**src/rtl/alu_pkg.sv**
```systemverilog
// -----------------------------------------------------------------------------
// alu_pkg
// Shared definitions for the sequential ALU: the operation encoding, the
// positions of the flag bits inside the flag vector, and small helpers for
// building flag vectors and classifying opcodes.
// -----------------------------------------------------------------------------
package alu_pkg;

    // Operation encoding. Code 4'd15 is left unassigned and executes as CPY.
    typedef enum logic [3:0] {
        OP_ADD = 4'd0,
        OP_ADC = 4'd1,
        OP_SUB = 4'd2,
        OP_SBC = 4'd3,
        OP_CMP = 4'd4,
        OP_AND = 4'd5,
        OP_ORR = 4'd6,
        OP_XOR = 4'd7,
        OP_LSL = 4'd8,
        OP_LSR = 4'd9,
        OP_ASR = 4'd10,
        OP_ROL = 4'd11,
        OP_ROR = 4'd12,
        OP_CPY = 4'd13,
        OP_MUL = 4'd14
    } oper_e;

    // Flag vector layout is {V,N,C,Z}.
    localparam int FLAG_Z = 0;
    localparam int FLAG_C = 1;
    localparam int FLAG_N = 2;
    localparam int FLAG_V = 3;
    localparam int FLAG_W = 4;

    // Assemble a flag vector from its individual bits.
    function automatic logic [FLAG_W-1:0] pack_flags(input logic v,
                                                     input logic n,
                                                     input logic c,
                                                     input logic z);
        return {v, n, c, z};
    endfunction

    // True for the five shift/rotate opcodes.
    function automatic logic is_shift_op(input logic [3:0] op);
        logic res;
        case (op)
            OP_LSL, OP_LSR, OP_ASR, OP_ROL, OP_ROR: res = 1'b1;
            default:                                res = 1'b0;
        endcase
        return res;
    endfunction

endpackage

```
**src/rtl/alu_seq_core.sv**
```systemverilog
// -----------------------------------------------------------------------------
// alu_seq_core
// Purely combinational datapath of the sequential ALU.
//   Single-cycle path : i_op, i_a, i_b, i_flags -> o_res, o_flags
//                       (add/sub family, compare, logic ops, copy, and the
//                       zero-count shift/rotate pass-through)
//   Shift step path   : i_step_op, i_step_val   -> o_step_val, o_step_c
//                       (moves the value by exactly one bit position and
//                       reports the bit that crossed the word boundary)
// -----------------------------------------------------------------------------
module alu_seq_core
    import alu_pkg::*;
#(
    parameter int WIDTH = 16
) (
    input  logic [3:0]        i_op,
    input  logic [WIDTH-1:0]  i_a,
    input  logic [WIDTH-1:0]  i_b,
    input  logic [FLAG_W-1:0] i_flags,
    output logic [WIDTH-1:0]  o_res,
    output logic [FLAG_W-1:0] o_flags,
    input  logic [3:0]        i_step_op,
    input  logic [WIDTH-1:0]  i_step_val,
    output logic [WIDTH-1:0]  o_step_val,
    output logic              o_step_c
);

    logic [WIDTH-1:0] w_bop;
    logic             w_cin;
    logic [WIDTH:0]   w_sum;
    logic             w_ovf;
    logic [WIDTH-1:0] w_res;
    logic             w_c;
    logic             w_v;
    logic             w_pass;

    // Operand conditioning: subtraction is a + ~b + carry-in.
    always_comb begin
        w_bop = i_b;
        w_cin = 1'b0;
        case (i_op)
            OP_ADC: begin
                w_bop = i_b;
                w_cin = i_flags[FLAG_C];
            end
            OP_SUB, OP_CMP: begin
                w_bop = ~i_b;
                w_cin = 1'b1;
            end
            OP_SBC: begin
                w_bop = ~i_b;
                w_cin = i_flags[FLAG_C];
            end
            default: begin
                w_bop = i_b;
                w_cin = 1'b0;
            end
        endcase
    end

    assign w_sum = {1'b0, i_a} + {1'b0, w_bop} + {{WIDTH{1'b0}}, w_cin};
    // Signed overflow: operands agree in sign but the result does not.
    assign w_ovf = (i_a[WIDTH-1] == w_bop[WIDTH-1]) && (w_sum[WIDTH-1] != i_a[WIDTH-1]);

    // Result selection; C and V default to the incoming flags.
    always_comb begin
        w_res  = i_a;
        w_c    = i_flags[FLAG_C];
        w_v    = i_flags[FLAG_V];
        w_pass = 1'b0;
        case (i_op)
            OP_ADD, OP_ADC, OP_SUB, OP_SBC, OP_CMP: begin
                w_res = w_sum[WIDTH-1:0];
                w_c   = w_sum[WIDTH];
                w_v   = w_ovf;
            end
            OP_AND: w_res = i_a & i_b;
            OP_ORR: w_res = i_a | i_b;
            OP_XOR: w_res = i_a ^ i_b;
            // Only reaches here with a zero count: value and flags pass through.
            OP_LSL, OP_LSR, OP_ASR, OP_ROL, OP_ROR: w_pass = 1'b1;
            // CPY and unassigned codes copy a.
            default: w_res = i_a;
        endcase
    end

    // Flag generation: N and Z always follow the computed value.
    always_comb begin
        o_res = w_res;
        if (w_pass) begin
            o_flags = i_flags;
        end else begin
            o_flags = pack_flags(w_v, w_res[WIDTH-1], w_c, (w_res == {WIDTH{1'b0}}));
        end
    end

    // One-bit shift/rotate step.
    always_comb begin
        o_step_val = i_step_val;
        o_step_c   = 1'b0;
        case (i_step_op)
            OP_LSL: begin
                o_step_val = {i_step_val[WIDTH-2:0], 1'b0};
                o_step_c   = i_step_val[WIDTH-1];
            end
            OP_LSR: begin
                o_step_val = {1'b0, i_step_val[WIDTH-1:1]};
                o_step_c   = i_step_val[0];
            end
            OP_ASR: begin
                o_step_val = {i_step_val[WIDTH-1], i_step_val[WIDTH-1:1]};
                o_step_c   = i_step_val[0];
            end
            OP_ROL: begin
                o_step_val = {i_step_val[WIDTH-2:0], i_step_val[WIDTH-1]};
                o_step_c   = i_step_val[WIDTH-1];
            end
            OP_ROR: begin
                o_step_val = {i_step_val[0], i_step_val[WIDTH-1:1]};
                o_step_c   = i_step_val[0];
            end
            default: begin
                o_step_val = i_step_val;
                o_step_c   = 1'b0;
            end
        endcase
    end

endmodule

```
**src/rtl/alu_seq.sv**
```systemverilog
// -----------------------------------------------------------------------------
// alu_seq
// Sequential ALU. Most operations complete on the accepting edge; shifts and
// rotates with a non-zero count walk one bit per cycle, and MUL runs a
// WIDTH-cycle unsigned shift-add.
//   clk            : clock, rising edge
//   reset          : asynchronous, active-high
//   start          : request an operation (taken only while busy=0)
//   oper           : opcode (alu_pkg::oper_e)
//   a_in, b_in     : operands
//   proc_flags_in  : incoming flags {V,N,C,Z}
//   busy           : multi-cycle operation in progress
//   done           : one-cycle pulse when out/proc_flags_out update
//   out            : registered result
//   proc_flags_out : registered flags {V,N,C,Z}
// -----------------------------------------------------------------------------
module alu_seq
    import alu_pkg::*;
#(
    parameter int WIDTH = 16,
    parameter int CNT_W = $clog2(WIDTH) + 1
) (
    input  logic              clk,
    input  logic              reset,
    input  logic              start,
    input  logic [3:0]        oper,
    input  logic [WIDTH-1:0]  a_in,
    input  logic [WIDTH-1:0]  b_in,
    input  logic [FLAG_W-1:0] proc_flags_in,
    output logic              busy,
    output logic              done,
    output logic [WIDTH-1:0]  out,
    output logic [FLAG_W-1:0] proc_flags_out
);

    localparam logic [1:0] ST_IDLE  = 2'd0;
    localparam logic [1:0] ST_SHIFT = 2'd1;
    localparam logic [1:0] ST_MUL   = 2'd2;

    localparam int               LOG_W  = $clog2(WIDTH);
    localparam logic [WIDTH-1:0] W_DATA = WIDTH'(WIDTH);
    localparam logic [CNT_W-1:0] W_CNT  = CNT_W'(WIDTH);
    localparam logic [CNT_W-1:0] CNT_1  = CNT_W'(1);
    localparam logic [CNT_W-1:0] CNT_0  = CNT_W'(0);

    logic [1:0]        r_state;
    logic [CNT_W-1:0]  r_cnt;
    logic [3:0]        r_op;
    logic              r_v;
    logic [WIDTH-1:0]  r_lo;      // shift value, or multiplier/low product half
    logic [WIDTH-1:0]  r_hi;      // high product half
    logic [WIDTH-1:0]  r_mcand;   // multiplicand
    logic              r_busy;
    logic              r_done;
    logic [WIDTH-1:0]  r_out;
    logic [FLAG_W-1:0] r_flags;

    logic [CNT_W-1:0]  w_shift_n;
    logic [WIDTH-1:0]  w_core_res;
    logic [FLAG_W-1:0] w_core_flags;
    logic [WIDTH-1:0]  w_step_val;
    logic              w_step_c;
    logic [WIDTH:0]    w_mul_sum;
    logic [WIDTH-1:0]  w_mul_hi;
    logic [WIDTH-1:0]  w_mul_lo;
    logic              w_last;

    alu_seq_core #(.WIDTH(WIDTH)) u_core (
        .i_op       (oper),
        .i_a        (a_in),
        .i_b        (b_in),
        .i_flags    (proc_flags_in),
        .o_res      (w_core_res),
        .o_flags    (w_core_flags),
        .i_step_op  (r_op),
        .i_step_val (r_lo),
        .o_step_val (w_step_val),
        .o_step_c   (w_step_c)
    );

    // Shift count: linear shifts saturate at WIDTH, rotates wrap modulo WIDTH.
    always_comb begin
        w_shift_n = CNT_0;
        case (oper)
            OP_LSL, OP_LSR, OP_ASR: begin
                if (b_in >= W_DATA) begin
                    w_shift_n = W_CNT;
                end else begin
                    w_shift_n = CNT_W'(b_in);
                end
            end
            OP_ROL, OP_ROR: w_shift_n = CNT_W'(b_in[LOG_W-1:0]);
            default:        w_shift_n = CNT_0;
        endcase
    end

    // Shift-add step: conditionally add the multiplicand to the high half,
    // then shift the whole {carry, hi, lo} product right by one.
    assign w_mul_sum = {1'b0, r_hi} + (r_lo[0] ? {1'b0, r_mcand} : {(WIDTH+1){1'b0}});
    assign w_mul_hi  = w_mul_sum[WIDTH:1];
    assign w_mul_lo  = {w_mul_sum[0], r_lo[WIDTH-1:1]};
    assign w_last    = (r_cnt == CNT_1);

    // Control FSM, step counter and result registers.
    always_ff @(posedge clk or posedge reset) begin
        if (reset) begin
            r_state <= ST_IDLE;
            r_cnt   <= CNT_0;
            r_op    <= 4'd0;
            r_v     <= 1'b0;
            r_lo    <= {WIDTH{1'b0}};
            r_hi    <= {WIDTH{1'b0}};
            r_mcand <= {WIDTH{1'b0}};
            r_busy  <= 1'b0;
            r_done  <= 1'b0;
            r_out   <= {WIDTH{1'b0}};
            r_flags <= {FLAG_W{1'b0}};
        end else begin
            r_done <= 1'b0;
            case (r_state)
                ST_IDLE: begin
                    if (start) begin
                        r_op <= oper;
                        r_v  <= proc_flags_in[FLAG_V];
                        if (oper == OP_MUL) begin
                            r_state <= ST_MUL;
                            r_busy  <= 1'b1;
                            r_cnt   <= W_CNT;
                            r_hi    <= {WIDTH{1'b0}};
                            r_lo    <= b_in;
                            r_mcand <= a_in;
                        end else if (is_shift_op(oper) && (w_shift_n != CNT_0)) begin
                            r_state <= ST_SHIFT;
                            r_busy  <= 1'b1;
                            r_cnt   <= w_shift_n;
                            r_lo    <= a_in;
                        end else begin
                            r_done  <= 1'b1;
                            r_flags <= w_core_flags;
                            // CMP only updates flags; the difference is discarded.
                            if (oper != OP_CMP) begin
                                r_out <= w_core_res;
                            end
                        end
                    end
                end
                ST_SHIFT: begin
                    r_lo  <= w_step_val;
                    r_cnt <= r_cnt - CNT_1;
                    if (w_last) begin
                        r_state <= ST_IDLE;
                        r_busy  <= 1'b0;
                        r_done  <= 1'b1;
                        r_out   <= w_step_val;
                        r_flags <= pack_flags(r_v, w_step_val[WIDTH-1], w_step_c,
                                              (w_step_val == {WIDTH{1'b0}}));
                    end
                end
                ST_MUL: begin
                    r_hi  <= w_mul_hi;
                    r_lo  <= w_mul_lo;
                    r_cnt <= r_cnt - CNT_1;
                    if (w_last) begin
                        r_state <= ST_IDLE;
                        r_busy  <= 1'b0;
                        r_done  <= 1'b1;
                        r_out   <= w_mul_lo;
                        r_flags <= pack_flags(r_v, w_mul_lo[WIDTH-1], (|w_mul_hi),
                                              (w_mul_lo == {WIDTH{1'b0}}));
                    end
                end
                default: begin
                    r_state <= ST_IDLE;
                    r_busy  <= 1'b0;
                end
            endcase
        end
    end

    assign busy           = r_busy;
    assign done           = r_done;
    assign out            = r_out;
    assign proc_flags_out = r_flags;

endmodule

```
**config.mk**
```make
export PLATFORM = sky130hd
export DESIGN_NAME = alu_seq
export DESIGN_NICKNAME = d
export VERILOG_FILES = /design/src/rtl/alu_pkg.sv /design/src/rtl/alu_seq_core.sv /design/src/rtl/alu_seq.sv
export SDC_FILE = /design/constraint.sdc
export NUM_CORES = 1
export LEC_CHECK = 0
export ABC_AREA = 1
export BUFFER_PORTS_ARGS = -buffer_cell sky130_fd_sc_hd__buf_2
export CAP_MARGIN = 20
export CELL_PAD_IN_SITES_DETAIL_PLACEMENT = 0
export CELL_PAD_IN_SITES_GLOBAL_PLACEMENT = 1
export CORE_MARGIN = 10
export CORE_UTILIZATION = 35
export CTS_CLUSTER_SIZE = 10
export DETAILED_ROUTE_END_ITERATION = 6
export PLACE_DENSITY = 0.67
export SYNTH_ARGS = -nofsm -noshare
export SYNTH_HDL_FRONTEND = slang
export SYNTH_SLANG_ARGS = --single-unit
export TNS_END_PERCENT = 1
```
**constraint.sdc**
```tcl
create_clock -name clk -period 5.76 [get_ports clk]
set_input_delay 0.864 -clock clk [delete_from_list [all_inputs] [get_ports clk]]
set_output_delay 0.864 -clock clk [all_outputs]
set_load 0.03 [all_outputs]
```
==> results.py, run 1 <==
metrics = {
    "cells_and_area": {
        "synthToLayoutAreaGrowth_pct": 10.5,
        "fill_cells": 2458,
        "antenna_cells": 0,
        "post-route-util_pct": 39.6,
        "layout-drive-gt1-share_pct": 8.59,
        "nNetsFinal": 1390,
    },
    "sta": {
        "setup-tns-final_ps": 0,
        "fin_crit_sh_pct": 65.2,
        "setup_ws_ps": 2000,
        "tightest_slew_ps": 839,
        "hold_viol": 0,
        "slew_viol_final": 0,
        "period_needed_ps": 3760,
        "setup_viol": 0,
        "fmax_mhz": 266,
        "max-slew-margin-rel_pct": 43.9,
        "skew_ps": 8.77,
        "rsz0062_at_grt": "no",
    },
    "logic_synthesis": {
        "yosys.cell_count.top_type": "nand2_1",
        "synth.top_cell.area_share_pct": 26.1,
        "synth_nets": 1347,
        "async_flop_share_pct": 100,
        "synth_area_per_cell_um2": 6.38,
        "netlist_area_um2": 7870,
        "synth_edf_count": 0,
        "syn_inst": 1232,
        "yosys.area.top_type": "dfrtp_1",
        "ys.warnings.count": 0,
        "synth_xor_area_share_pct": 2.89,
        "synth_top_cells_by_count": "415 x nand2_1, 155 x inv_1, 131 x o21ai_0",
        "ys_types": 47,
        "ys_seq_elements": 82,
        "synth_top_family_by_area": "simple AND/OR/NAND/NOR gates",
        "synth_mux_area_share_pct": 0,
        "yosysSeqAreaShare_pct": 26.1,
        "yosys.area_share.simple_pct": 31.9,
        "synth.area.top_cells": "dfrtp_1 26%, nand2_1 20%, ha_1 11%, o21ai_0 8.3%, inv_1 7.4%",
        "synth_compound_area_share_pct": 17.2,
        "synthAdderAreaFrac_pct": 11.7,
        "synth_ff_type": "dfrtp_1",
    },
    "routing": {
        "routedWlPerCell_um": 17.9,
        "viasPerCell": 5.12,
        "ant_nets": 0,
        "firstDrtPassIters": 5,
        "drc": 0,
        "wl_mm": 27.9,
        "vias": 7984,
        "first_iter_violations": 695,
    },
    "global_routing": {
        "grt_max_degree": 50,
        "grt_use_total_pct": 19.5,
        "antenna_found_initial": 1,
        "grt_pass1_vias": 7955,
        "grt-ovfl-total": 0,
        "grt_first_pass_wirelength_mm": 44.9,
    },
    "floorplan": {
        "die_w_um": 170,
        "num_rows": 54,
        "io_pins": 65,
        "dieArea_um2": 28900,
        "fp.dieH_um": 170,
        "start_util_pct": 35.8,
        "design.core.area_um2": 22000,
    },
    "worst_setup_path": {
        "crit_buf_inv": 4,
        "crit_path_start_kind": "input port",
        "crit_family": "simple AND/OR/NAND/NOR gates",
        "worstPathArrival_ps": 4050,
        "crit_chain": "buf_2 -> nor2_1 -> nand2_1 -> o21ai_2 -> buf_4 -> xor2_1 -> fa_1 -> inv_1 -> fa_1 -> inv_1 -> nand2_1 -> nand2_1 -> nand3_1 -> nand3_1 -> nand2_1 -> o21ai_0 -> nand3_1 -> nor2_1 -> nand2_1 -> nor2_1 -> nand3_1 -> nand2_1 -> nand2_1 -> nand2_1",
        "slowest_stage": "fa_1",
        "critPathCaptureType": "flop",
        "worst_ep_required_time_ps": 6050,
        "critPathMaxFanout": 26,
        "worst-setup-path-type": "input port to flop",
        "cp_common_cell": "nand2_1",
        "slowest_delay_ps": 400,
    },
    "clock_network": {
        "cts_tree": "yes",
        "cts.clk_slew.worst_paths_ps": 70,
        "cts_sinks": 82,
        "cts_buffers": 9,
        "clock_latency_ps": 350,
        "htree_levels": 3,
        "cts_resized": 0,
        "cts_hold_buf": 0,
        "cts_setup_buffers": 0,
        "clock_tree.root_cell": "clkbuf_16",
        "cts_max_path_buffers": 2,
    },
    "status": {
        "status": "finished clean",
    },
    "pwr": {
        "ir_drop_mv": 0.175,
        "p_comb_share_pct": 53.1,
        "p_int_w": 0.00162,
        "leakagePower_nw": 4.72,
        "p_sw_w": 0.00164,
        "clkPwrFrac_pct": 18.9,
        "cellPowerDensity_nw_per_um2": 375,
        "switching_share_pct": 50.2,
        "seqPwrFrac_pct": 28.0,
    },
    "place": {
        "port_buffers": 64,
        "post-place-ws_ps": 1670,
        "gp_congestion": 0.847,
        "hpwl_mm": 21.8,
    },
    "hold_path": {
        "hp-class": "flop to flop",
    },
    "flow_run": {
        "drv_cap": 0,
    },
}
## path summary, 6_finish.rpt
kind	start	to	slack, ps	cells after the start
max in group asynchronous	reset	r_op[0]$_DFFE_PP0P_	4080	3
worst max register to register	r_lo[0]$_DFFE_PP0P_	proc_flags_out[1]$_DFFE_PP0P_	2640	15
worst min register to register	out[1]$_DFFE_PP0P_	out[1]$_DFFE_PP0P_	480	2
worst max-delay path	oper[3]	proc_flags_out[0]$_DFFE_PP0P_	2000	24
min in group asynchronous	reset	r_lo[12]$_DFFE_PP0P_	630	2
worst min-delay path	out[1]$_DFFE_PP0P_	out[1]$_DFFE_PP0P_	480	2
## power groups by stage
| stage | logic [W] | registers, W | clock network (W) |
|---|---|---|---|
| detailed placement | 0.00173 | 0.000920 | 0 |
| floorplan | 0.00114 | 0.00101 | 0 |
| global route | 0.00196 | 0.000943 | 0.000646 |
| global placement | 0.00173 | 0.000920 | 0 |
| CTS | 0.00173 | 0.000913 | 0.000628 |
| finish | 0.00173 | 0.000913 | 0.000618 |
## cell families (layout without fill, tap and decap cells)
group | count (synthesis) | in the layout
adders and majority gates | 72 | 72
and+or+nand+nor | 611 | 611
DFF | 82 | 82
xor gates and xnor gates | 26 | 26
buffers and inverters | 198 | 246
AOI/OAI and AO/OA | 243 | 243
## metal layers
metal / vias up / global-route usage (%) / wire, µm
met1: 3738 / 26.0 / 13200
met3: 24 / 2.01 / 843
li1: 4082 / - / -
met4: 2 / 4.12 / 357
met5: - / 0 / 7
met2: 138 / 33.5 / 13500
## worst register-to-register path: stages (launching register included)
cell     delay (ps)
dfrtp_1         590
nand2_1         160
inv_1            50
ha_1            210
fa_1            410
nand3_1          90
nand2_1         100
a21oi_1         250
xor2_1          210
nand2_1         100
nor3_1          330
nand3_1         140
nand2_1          80
nand2_1         130
nand2_1         110
nand2_1          60
## stage by stage
| stage | power [W] | cells | hold slack (ps) | instance area (µm²) |
|---|---|---|---|---|
| 2_1_floorplan | 0.00215 | 1232 | 442 | 7870 |
| 3_3_place_gp | 0.00265 | 1544 | 458 | 8390 |
| 3_5_place_dp | 0.00265 | 1544 | 469 | 8390 |
| 4_1_cts | 0.00327 | 1560 | 487 | 8690 |
| 5_1_grt | 0.00355 | 1560 | 505 | 8690 |
| 6_report | 0.00326 | 1560 | 481 | 8690 |
## state kept, by name, indices dropped and copies added, names as in the netlist
signal          count
r_op                4
r_state             2
proc_flags_out      4
busy                1
r_mcand            16
out                16
r_v                 1
r_hi               16
r_cnt               5
done                1
r_lo               16
## cell type report
class | instances | area, µm² | share of cell area, %
repair buffers | 72 | 380 | 4.38
well taps | 280 | 350 | 4.03
multi-input cells | 952 | 5010 | 57.7
flip-flops and latches | 82 | 2050 | 23.6
clock inverters | 6 | 70.1 | 0.806
inverters | 158 | 597 | 6.87
clock buffers | 10 | 229 | 2.63
## cells in the final DEF (no fill, tap or decap), types with 2 or more instances in the layout
cell,Yosys,layout
o211ai_1,10,10
nor4_1,3,3
o21bai_1,2,2
nor2_2,3,3
a211oi_1,7,7
o21ai_2,2,2
inv_6,0,4
fa_1,3,3
a21oi_1,53,53
clkbuf_16,0,9
nor3_1,9,9
o21ai_1,13,13
and2_1,2,2
dfrtp_1,82,82
a21oi_2,4,4
a32o_1,2,2
xnor2_1,6,6
o221ai_1,3,3
nor2_1,78,78
or2_2,2,2
nand2_1,415,415
o21ai_0,131,131
o31ai_1,2,2
nand3b_1,6,6
ha_1,69,69
clkinv_2,0,2
xor2_1,20,20
o22ai_1,7,7
nand3_1,78,78
buf_2,7,64
nand4_1,10,10
inv_1,155,154
inv_2,2,2
buf_4,4,8
No activity file was read; power rests on OpenSTA's default activity.
==> run 2, diff against run 1 <==
--- a/config.mk
+++ b/config.mk
@@ -5,7 +5,7 @@
 export SDC_FILE = /design/constraint.sdc
 export NUM_CORES = 1
 export LEC_CHECK = 0
-export ABC_AREA = 1
+export ABC_AREA = 0
 export BUFFER_PORTS_ARGS = -buffer_cell sky130_fd_sc_hd__buf_2
 export CAP_MARGIN = 20
 export CELL_PAD_IN_SITES_DETAIL_PLACEMENT = 0
@@ -14,7 +14,7 @@
 export CORE_UTILIZATION = 35
 export CTS_CLUSTER_SIZE = 10
 export DETAILED_ROUTE_END_ITERATION = 6
-export PLACE_DENSITY = 0.67
+export PLACE_DENSITY = 0.64
 export SYNTH_ARGS = -nofsm -noshare
 export SYNTH_HDL_FRONTEND = slang
 export SYNTH_SLANG_ARGS = --single-unit
==> constraint.sdc (replaced) <==
create_clock -name clk -period 3.8 [get_ports clk]
set_input_delay 0.57 -clock clk [delete_from_list [all_inputs] [get_ports clk]]
set_output_delay 0.57 -clock clk [all_outputs]
set_load 0.03 [all_outputs]
==> run 2 against run 1 <==
Net effect: routed wire length barely moved; register-to-register slack worse by 2300 ps; critical path depth down 6; clock power up 61%; worst hold slack worse by 220 ps; non-clock buffer count up 84; cell count is 16% lower; sequential power rose by 80%; clock-buffer cell count fell by 1; sequential share of layout area decreased by 1.3 points.
==> results.py, run 2 <==
metrics = {
    "status": {
        "status": "finished clean",
    },
    "hold_path": {
        "hp-class": "input port to asynchronous set/reset pin",
    },
    "cells_and_area": {
        "final_common_cell": "nand2_1",
        "stdcell_count": 1307,
        "fill_cells": 2178,
        "final-seq-area_um2": 2050,
        "mostFrequentLayoutCells": "119 x nand2_1, 89 x buf_4, 82 x dfrtp_1",
        "layout-drive-gt1-share_pct": 23.0,
        "nNetsFinal": 1142,
        "antenna_cells": 0,
        "multiInputGateArea_um2": 5200,
        "synthToLayoutAreaGrowth_pct": 21.7,
        "finalInstanceArea_um2": 9180,
    },
    "logic_synthesis": {
        "synth_top_cells_by_count": "119 x nand2_1, 82 x dfrtp_1, 69 x ha_1",
        "yosys.area.top_type": "dfrtp_1",
        "netlist_area_um2": 7540,
        "yosys.area_share.simple_pct": 17.3,
        "syn_inst": 915,
        "synth_xor_area_share_pct": 5.11,
        "ys_seq_elements": 82,
        "yosys.cell_count.top_type": "nand2_1",
        "synth.top_cell.area_share_pct": 27.2,
        "synth_edf_count": 0,
        "ys_types": 70,
        "async_flop_share_pct": 100,
        "synth_mux_area_share_pct": 6.27,
        "synth.area.top_cells": "dfrtp_1 27%, ha_1 11%, nand2_1 5.9%, mux2_2 5.1%, o21ai_0 4.4%",
        "synth_compound_area_share_pct": 26.4,
        "yosysSeqAreaShare_pct": 27.2,
        "synth_area_per_cell_um2": 8.25,
        "synth_top_family_by_area": "compound AO/OA/AOI/OAI gates",
        "synth_ff_type": "dfrtp_1",
        "synthAdderAreaFrac_pct": 12.2,
        "ys.warnings.count": 0,
        "synth_nets": 1030,
    },
    "worst_setup_path": {
        "crit_path_start_kind": "input port",
        "worst_ep_required_time_ps": 4030,
        "worst-setup-path-type": "input port to flop",
        "worstPathArrival_ps": 3890,
        "reg2reg_depth": 12,
        "critPathCaptureType": "flop",
        "critPathMaxFanout": 4,
    },
    "pwr": {
        "ir_drop_mv": 0.289,
        "switching_share_pct": 48.0,
        "leakagePower_nw": 4.33,
        "cellPowerDensity_nw_per_um2": 702,
        "p_comb_share_pct": 59.2,
        "p_sw_w": 0.00310,
        "clkPwrFrac_pct": 15.4,
        "p_int_w": 0.00335,
        "seqPwrFrac_pct": 25.4,
    },
    "sta": {
        "fmax_mhz": 273,
        "setup-tns-final_ps": 0,
        "period_needed_ps": 3660,
        "max-slew-margin-rel_pct": 38.1,
        "tightest_slew_ps": 927,
        "rsz0062_at_grt": "no",
        "setup_viol": 0,
        "hold_viol": 0,
        "slew_viol_final": 0,
        "fin_crit_sh_pct": 96.3,
        "skew_ps": 13.0,
    },
    "routing": {
        "wl_met1_mm": 13.6,
        "drc": 0,
        "top_layer": "met4",
        "first_iter_violations": 612,
        "met3_length_mm": 1.35,
        "dr_wl_met2_mm": 12.4,
        "vias": 7268,
        "viasPerCell": 5.56,
        "ant_nets": 0,
        "routedWlPerCell_um": 21.4,
        "firstDrtPassIters": 5,
        "wl_mm": 27.9,
    },
    "place": {
        "hpwl_mm": 22.3,
        "place_area_um2": 8790,
        "port_buffers": 64,
        "dp.cells": 1290,
        "gp_congestion": 0.955,
    },
    "clock_network": {
        "htree_levels": 3,
        "clock_tree.root_cell": "clkbuf_16",
        "cts_hold_buf": 0,
        "clock_latency_ps": 350,
        "cts_max_path_buffers": 2,
        "cts_tree": "yes",
        "cts.clk_slew.worst_paths_ps": 70,
        "cts_buffers": 9,
        "cts_sinks": 82,
    },
    "flow_run": {
        "drv_cap": 0,
    },
    "global_routing": {
        "antenna_found_initial": 0,
        "grt_max_degree": 37,
        "grt_first_pass_wirelength_mm": 43.9,
        "grt_use_total_pct": 19.7,
        "grt_pass1_vias": 7250,
        "grt-ovfl-total": 0,
    },
    "floorplan": {
        "io_pins": 65,
        "num_rows": 53,
        "die_w_um": 167,
        "dieArea_um2": 27800,
        "fp.dieH_um": 167,
        "start_util_pct": 35.8,
        "design.core.area_um2": 21100,
    },
}
run 2: worst paths after layout:
check / from / to / slack, ps
hold / removal: reset / done$_DFF_PP0_ / 260
max in group asynchronous: reset / out[0]$_DFFE_PP0P_ / 2700
setup reg to reg: r_lo[0]$_DFFE_PP0P_ / proc_flags_out[1]$_DFFE_PP0P_ / 310
min in group clk: out[1]$_DFFE_PP0P_ / out[1]$_DFFE_PP0P_ / 470
setup / recovery: oper[1] / proc_flags_out[1]$_DFFE_PP0P_ / 140
hold reg to reg: out[1]$_DFFE_PP0P_ / out[1]$_DFFE_PP0P_ / 470
run 2: area by class of cell:
| class | instances | share of cell area [%] |
|---|---|---|
| multi-input combinational | 723 | 56.6 |
| sequential | 82 | 22.3 |
| timing repair buffer | 156 | 11.4 |
| tap | 275 | 3.75 |
| clock buffer | 9 | 2.45 |
| inverter | 55 | 2.26 |
| clock inverter | 7 | 1.16 |
run 2: cells by family (layout without fill, tap and decap cells):
| group | count (synthesis) | in the layout |
|---|---|---|
| adder cells (fa/ha/maj) | 72 | 72 |
| XOR/XNOR | 44 | 44 |
| buffers and inverters | 110 | 227 |
| flip-flops | 82 | 82 |
| AO/OA/AOI/OAI | 290 | 290 |
| multiplexers | 43 | 43 |
| AND/OR/NAND/NOR | 274 | 274 |
run 2: what timing repair did:
item | in CTS | in global routing
gates resized for setup | 0 | 6
buffers inserted | 0 | 1
endpoints found under the setup margin | 0 | 2
run 2: stage by stage:
stage | setup slack [ps] | utilization, % | hold slack [ps] | total power, W
after floorplan | -121 | - | 456 | 0.00414
after global placement | -262 | 41.7 | 453 | 0.00542
after detailed placement | -288 | 41.7 | 459 | 0.00540
after CTS | 69.1 | 43.3 | 291 | 0.00642
after global routing | 4.89 | 43.5 | 324 | 0.00694
final | 141 | 43.5 | 264 | 0.00645
run 2: routing by layer:
layer / up-vias / track usage, %
met1: 3448 / 28.2
met4: 0 / 5.54
li1: 3568 / -
met5: - / 0
met2: 227 / 30.1
met3: 25 / 2.82
run 2: worst max-delay path, stage by stage:
cell and delay (ps):
buf_2 100, nand2b_4 130, o21a_1 210, nor2_4 170
buf_12 130, xnor2_4 50, fa_2 380, inv_2 80
fa_2 210, nor2b_2 50, o2111ai_2 200, nand3_2 140
a21oi_2 190, o21a_1 160, o311a_1 210, nand4_1 110
or4b_1 490, o41a_1 330
run 2: power by group through the flow:
| stage | Combinational, W | Sequential [W] | Clock [W] |
|---|---|---|---|
| after detailed placement | 0.00376 | 0.00165 | 0 |
| final | 0.00381 | 0.00164 | 0.000995 |
| after global placement | 0.00377 | 0.00164 | 0 |
| after floorplan | 0.00248 | 0.00166 | 0 |
| after CTS | 0.00378 | 0.00163 | 0.00101 |
| after global routing | 0.00419 | 0.00169 | 0.00106 |
